$ cat config.mk
export PLATFORM = sky130hd
export DESIGN_NAME = seq_match_rr_arbiter_flat
export DESIGN_NICKNAME = d
export VERILOG_FILES = /design/src/rtl/seq_match_rr_arbiter_if.sv /design/src/rtl/seq_match_rr_arbiter.sv /design/src/flat_wrapper.sv
export SDC_FILE = /design/constraint.sdc
export NUM_CORES = 1
export LEC_CHECK = 0
export ABC_CLOCK_PERIOD_IN_PS = 3100
export BUFFER_PORTS_ARGS = -buffer_cell sky130_fd_sc_hd__buf_2
export CAP_MARGIN = 20
export CORE_MARGIN = 5
export CORE_UTILIZATION = 30
export CTS_CLUSTER_DIAMETER = 100
export CTS_CLUSTER_SIZE = 20
export DETAILED_ROUTE_END_ITERATION = 16
export PLACE_DENSITY_LB_ADDON = 0.12
export SYNTH_ARGS = -nofsm -noshare
export SYNTH_HDL_FRONTEND = slang
export SYNTH_SLANG_ARGS = --single-unit
$ cat constraint.sdc
create_clock -name clk -period 3.1 [get_ports clk]
set_input_delay 0.155 -clock clk [delete_from_list [all_inputs] [get_ports clk]]
set_output_delay 0.155 -clock clk [all_outputs]
set_load 0.01 [all_outputs]
$ cat src/rtl/seq_match_rr_arbiter_if.sv
// Bus bundle for seq_match_rr_arbiter: serial detector inputs, per-channel data words,
// the arbitrated output word with its valid/ready handshake, and the overflow flags.
// The master modport is the arbiter's view; slave is the surrounding logic's view.
interface seq_match_rr_arbiter_if #(
  parameter int unsigned N = 32
);
  logic [3:0]     d_in;
  logic [4*N-1:0] bit_in;
  logic           out_ready;
  logic           clr_ovf;
  logic           out_valid;
  logic [N-1:0]   bit_out;
  logic [1:0]     out_ch;
  logic [3:0]     ovf;

  modport master (
    input  d_in,
    input  bit_in,
    input  out_ready,
    input  clr_ovf,
    output out_valid,
    output bit_out,
    output out_ch,
    output ovf
  );

  modport slave (
    output d_in,
    output bit_in,
    output out_ready,
    output clr_ovf,
    input  out_valid,
    input  bit_out,
    input  out_ch,
    input  ovf
  );
endinterface

$ cat src/rtl/seq_match_rr_arbiter.sv
// Four-channel sequence-match load controller. Each channel detects PATTERN on its serial
// stream and parks its data word in a one-deep pending buffer; a round-robin arbiter moves
// pending words into a single output register under a valid/ready handshake.
module seq_match_rr_arbiter #(
  parameter int unsigned N       = 32,
  parameter logic [3:0]  PATTERN = 4'b1110
) (
  input logic                    clk,
  input logic                    rst,
  seq_match_rr_arbiter_if.master bus
);

  typedef enum logic [0:0] {StIdle, StHold} state_e;

  state_e       state_q;
  logic [3:0]   hist_q [4];
  logic [2:0]   fill_q [4];
  logic [N-1:0] cap_q  [4];
  logic [3:0]   pend_q;
  logic [3:0]   ovf_q;
  logic         out_valid_q;
  logic [N-1:0] bit_out_q;
  logic [1:0]   out_ch_q;
  logic [1:0]   rr_q;

  logic [3:0]   match;
  logic [3:0]   drop;
  logic         take;
  logic         gnt_any;
  logic [1:0]   gnt_idx;
  logic [3:0]   gnt_vec;

  // Output register is free when idle or when the held word is being accepted.
  assign take = (state_q == StIdle) || bus.out_ready;

  // Pattern match per channel, only once four real bits have been shifted in.
  always_comb begin
    match = '0;
    for (int i = 0; i < 4; i++) begin
      match[i] = (fill_q[i] == 3'd4) && (hist_q[i] == PATTERN);
    end
  end

  // Round-robin pick: first pending channel after the last one granted.
  always_comb begin
    gnt_any = 1'b0;
    gnt_idx = rr_q;
    for (int unsigned k = 1; k < 5; k++) begin
      if (take && !gnt_any && pend_q[2'(rr_q + 2'(k))]) begin
        gnt_any = 1'b1;
        gnt_idx = 2'(rr_q + 2'(k));
      end
    end
    gnt_vec = gnt_any ? (4'b0001 << gnt_idx) : 4'b0000;
  end

  // A match is dropped only when the buffer is still occupied and not being drained now.
  assign drop = match & pend_q & ~gnt_vec;

  // Serial history shift and saturating fill counter.
  always_ff @(posedge clk or negedge rst) begin
    if (!rst) begin
      for (int i = 0; i < 4; i++) begin
        hist_q[i] <= '0;
        fill_q[i] <= '0;
      end
    end else begin
      for (int i = 0; i < 4; i++) begin
        hist_q[i] <= {hist_q[i][2:0], bus.d_in[i]};
        if (fill_q[i] != 3'd4) begin
          fill_q[i] <= fill_q[i] + 3'd1;
        end
      end
    end
  end

  // Capture on match into the pending buffer; a grant on the same edge frees the slot.
  always_ff @(posedge clk or negedge rst) begin
    if (!rst) begin
      for (int i = 0; i < 4; i++) begin
        cap_q[i] <= '0;
      end
      pend_q <= '0;
    end else begin
      for (int i = 0; i < 4; i++) begin
        if (match[i] && !drop[i]) begin
          cap_q[i]  <= bus.bit_in[i*N +: N];
          pend_q[i] <= 1'b1;
        end else if (gnt_vec[i]) begin
          pend_q[i] <= 1'b0;
        end
      end
    end
  end

  // Sticky overflow; a new drop wins over a clear on the same edge.
  always_ff @(posedge clk or negedge rst) begin
    if (!rst) begin
      ovf_q <= '0;
    end else begin
      ovf_q <= (bus.clr_ovf ? 4'b0000 : ovf_q) | drop;
    end
  end

  // Arbiter FSM with registered output word, channel and valid.
  always_ff @(posedge clk or negedge rst) begin
    if (!rst) begin
      state_q     <= StIdle;
      out_valid_q <= 1'b0;
      bit_out_q   <= '0;
      out_ch_q    <= '0;
      rr_q        <= 2'd3;
    end else begin
      case (state_q)
        StIdle: begin
          if (gnt_any) begin
            state_q     <= StHold;
            out_valid_q <= 1'b1;
            bit_out_q   <= cap_q[gnt_idx];
            out_ch_q    <= gnt_idx;
            rr_q        <= gnt_idx;
          end
        end
        StHold: begin
          if (bus.out_ready) begin
            if (gnt_any) begin
              bit_out_q <= cap_q[gnt_idx];
              out_ch_q  <= gnt_idx;
              rr_q      <= gnt_idx;
            end else begin
              state_q     <= StIdle;
              out_valid_q <= 1'b0;
            end
          end
        end
        default: begin
          state_q     <= StIdle;
          out_valid_q <= 1'b0;
        end
      endcase
    end
  end

  assign bus.out_valid = out_valid_q;
  assign bus.bit_out   = bit_out_q;
  assign bus.out_ch    = out_ch_q;
  assign bus.ovf       = ovf_q;

endmodule

$ cat src/flat_wrapper.sv
// flat-port wrapper written by rule: the top's interface ports become plain ports
module seq_match_rr_arbiter_flat 
#(
  parameter int unsigned N       = 32,
  parameter logic [3:0]  PATTERN = 4'b1110
)
  (clk, rst, bus_d_in, bus_bit_in, bus_out_ready, bus_clr_ovf, bus_out_valid, bus_bit_out, bus_out_ch, bus_ovf);
  seq_match_rr_arbiter_if #(.N(N)) bus_i ();
  input logic clk;
  input logic rst;
  input wire logic [$bits(bus_i.d_in)-1:0] bus_d_in;
  input wire logic [$bits(bus_i.bit_in)-1:0] bus_bit_in;
  input wire logic [$bits(bus_i.out_ready)-1:0] bus_out_ready;
  input wire logic [$bits(bus_i.clr_ovf)-1:0] bus_clr_ovf;
  output wire logic [$bits(bus_i.out_valid)-1:0] bus_out_valid;
  output wire logic [$bits(bus_i.bit_out)-1:0] bus_bit_out;
  output wire logic [$bits(bus_i.out_ch)-1:0] bus_out_ch;
  output wire logic [$bits(bus_i.ovf)-1:0] bus_ovf;
  assign bus_i.d_in = bus_d_in;
  assign bus_i.bit_in = bus_bit_in;
  assign bus_i.out_ready = bus_out_ready;
  assign bus_i.clr_ovf = bus_clr_ovf;
  assign bus_out_valid = bus_i.out_valid;
  assign bus_bit_out = bus_i.bit_out;
  assign bus_out_ch = bus_i.out_ch;
  assign bus_ovf = bus_i.ovf;
  seq_match_rr_arbiter #(.N(N), .PATTERN(PATTERN)) u_core (.clk(clk), .rst(rst), .bus(bus_i));
endmodule
==> metrics.txt <==
clk_lat worst skew=0.48 ns; CTS H-tree lvls=1; area leader, netlist=dfrtp_1; period utilization=0.919; detailed-route via count=6,198; die height=179 µm; largest vdd supply drop=0.000271 V; R2R Path Start=u_core.pend_q[3]$_DFFE_PN0P_; leading post-synthesis cells by cell area=dfrtp_1 (58%), mux2_2 (20%), a221o_1 (3.7%); diode count=0; top cell type's share of synthesized area=0.583; HPWL Detailed=16.7 mm; CTS max path bufs=3; Slew @ Worst Pin=1.04 ns; Distinct cells, synth=41; reg2reg path depth=8; CTS tree=yes; CTS sink cnt=between 200 and 250; Worst Setup SP=u_core.pend_q[3]$_DFFE_PN0P_; vias in the first global route=6,847; slowest stage cell, crit path=dfrtp_1; Clock Root Buffer=clkbuf_16; setup tns final=0 ns; core area=28,500 µm²; Synth Flop Type=dfrtp_1; first-pass GRT wire length=38.6 mm; Total GRT Usage=0.153; Num CTS Buffers=14; CP arrival=3.21 ns; Top Ports=175; die area=32,100 µm²; initial antenna violation count=0; setup bufs post-CTS=0; Worst R2R Setup Slack=0.25 ns; capture point of the worst reg-to-reg path=u_core.cap_q[7]$_DFFE_PN0P_; P per Cell Area=891 nW/µm²; via/cell ratio=between 4 and 5; hold_ws=between 0.2 and 0.25 ns; routability congestion estimate=0.833; leakage=about 5.2 nW; Mapped Nets=between 700 and 800; post-layout min period=about 2.8 ns; WL per Instance=around 19 µm; Core Util, Final=0.411; Routed Antenna Nets=0; sequential area share after synthesis=0.590; RSZ-0062 raised after global routing=false; CP top delay family=compound AO/OA/AOI/OAI gates; synthesized cell area=8580 µm²; Layout area overhead=36.4%; total gr overflow=0; largest net degree at the start of global routing=87; critical path class=reg2reg; most used cell, CP=buf_4; max-cap viol count=0; Synth Register Bits=between 200 and 250; Max Clk Rate=around 0.35 GHz; Post-CTS Resized=0; Worst EP required=3.46 ns; row cnt=62; final cell count without fillers=1,348; Async SR Flop Fraction=1.00; drt total wl=25.0 mm; Initial Util=0.301; WP depth=8; worst min path class=in2async; CP max stage delay=around 0.50 ns; Mapped Avg Cell Area=13.3 µm²; Setup crit start kind=register; Layout Skew=~0.040 ns; Initial DRT Pass Iterations=4; Slew Viols, Final=0; DRC Markers=0; critical-path cell list=inv_1 > a311o_1 > o21bai_2 > buf_4 > o211ai_2 > a21oi_4 > buf_4 > mux2_2; WP buf/inv=3; Synth Instances=644; fin nets=1,100; YS warnings=0; Critical Path Fanout Max=16; Clock transition at path regs=0.08 ns; Post-synth EDFFs=0; # setup viols final=0; initial DRC count=351; worst rel slew slack=0.307; Port Buf Inserts=174; Final Hold Fails=0; Crit. End Element=register; layout cells sized above 1=0.401; status=completed; Horiz. Die Dim=179 µm; Placed Cells=about 1,200
flip-flops by register name, indices dropped and copies added, names as in the netlist:
signal                cells
u_core.bus.out_valid      1
u_core.pend_q             4
u_core.bus.out_ch         2
u_core.fill_q            12
u_core.rr_q               2
u_core.bus.ovf            4
u_core.cap_q            128
u_core.hist_q            16
u_core.bus.bit_out       32
u_core.state_q            1
cell families (layout without fill, tap and decap cells):
family | Yosys count | count (layout) | share of synthesized area
flip-flops | 202 | 202 | 0.590
multiplexers | 160 | 160 | 0.213
AND/OR/NAND/NOR | 125 | 126 | 0.0649
AO/OA/AOI/OAI | 96 | 96 | 0.0826
buffers and inverters | 49 | 368 | 0.0346
adder cells (fa/ha/maj) | 8 | 8 | 0.0117
XOR/XNOR | 4 | 4 | 0.00408
synthesized netlist by cell type (all sizes together) (2+ instances only):
| library cell | instances |
|---|---|
| a21oi | 14 |
| a221o | 32 |
| and4b | 4 |
| buf | 20 |
| clkbuf | 14 |
| dfrtp | 200 |
| dfstp | 2 |
| ha | 8 |
| inv | 15 |
| mux2 | 160 |
| nand2 | 75 |
| nand2b | 5 |
| nand3 | 14 |
| nor2 | 20 |
| o211ai | 2 |
| o21ai | 36 |
| o21bai | 2 |
| o22ai | 4 |
| o41ai | 2 |
| or2b | 2 |
| xnor2 | 4 |
how the worst max path moves through the flow:
stage / end / slack [ns]
6_report: u_core.cap_q[7]$_DFFE_PN0P_ / 0.25
5_1_grt: u_core.cap_q[6]$_DFFE_PN0P_ / 0.11
4_1_cts: u_core.bus.bit_out[7]$_DFFE_PN0P_ / 0.08
3_5_place_dp: u_core.bus.bit_out[5]$_DFFE_PN0P_ / 0.13
3_3_place_gp: u_core.bus.bit_out[10]$_DFFE_PN0P_ / 0.25
2_1_floorplan: u_core.cap_q[86]$_DFFE_PN0P_ / 0.84
what timing repair did:
| item | 4_1_cts | 5_1_grt |
|---|---|---|
| setup endpoints to repair | 0 | 10 |
| hold buffers | 135 | 0 |
| endpoints found under the hold margin | 202 | 0 |
power by group:
part           internal, mW  switching [mW]  total (mW)
sequential             3.80           0.664        4.46
combinational          2.08            2.00        4.09
clock                 0.937           0.939        1.88
metal layers:
layer / routed length, µm / global-route usage / up-vias
li1: - / - / 2908
met1: 11100 / 0.206 / 3121
met2: 12300 / 0.263 / 136
met3: 998 / 0.0207 / 33
met4: 597 / 0.0381 / 0
met5: 0 / 0 / -
cell type report:
class                      instances  area, µm²
multi-input combinational        394       3280
timing repair buffer             329       2390
clock inverter                     1       16.3
tap                              384        480
sequential                       202       5060
clock buffer                      23        415
fill                            2700      16800
inverter                          15       56.3
worst reg2reg max path, stage by stage (launching register included):
cell and delay [ns]:
dfrtp_1 0.50, inv_1 0.12, a311o_1 0.41, o21bai_2 0.36, buf_4 0.28, o211ai_2 0.15, a21oi_4 0.22, buf_4 0.32
mux2_2 0.38
metrics by stage:
| stage | setup WS, ns | total power [mW] | cell area, µm² |
|---|---|---|---|
| 2_1_floorplan | 0.840 | 7.04 | 8580 |
| 3_3_place_gp | 0.253 | 8.36 | 9910 |
| 3_5_place_dp | 0.131 | 8.48 | 9910 |
| 4_1_cts | 0.0794 | 10.5 | 11700 |
| 5_1_grt | 0.111 | 11.2 | 11700 |
| 6_report | 0.251 | 10.4 | 11700 |
cell usage in the layout, fill, tap and decap left out, types with 3 or more instances in the layout:
master and instances:
a21oi_1 12, a221o_1 32, and4b_1 4, buf_2 173
buf_4 19, clkbuf_1 7, clkbuf_16 15, dfrtp_1 200
dlygate4sd3_1 135, ha_1 8, inv_1 14, mux2_1 3
mux2_2 151, mux2_4 6, nand2_1 74, nand2b_1 3
nand3_1 13, nor2_1 17, nor2_4 3, o21ai_0 36
o22ai_1 4, xnor2_1 4
Power figures use the tool's default switching activity.
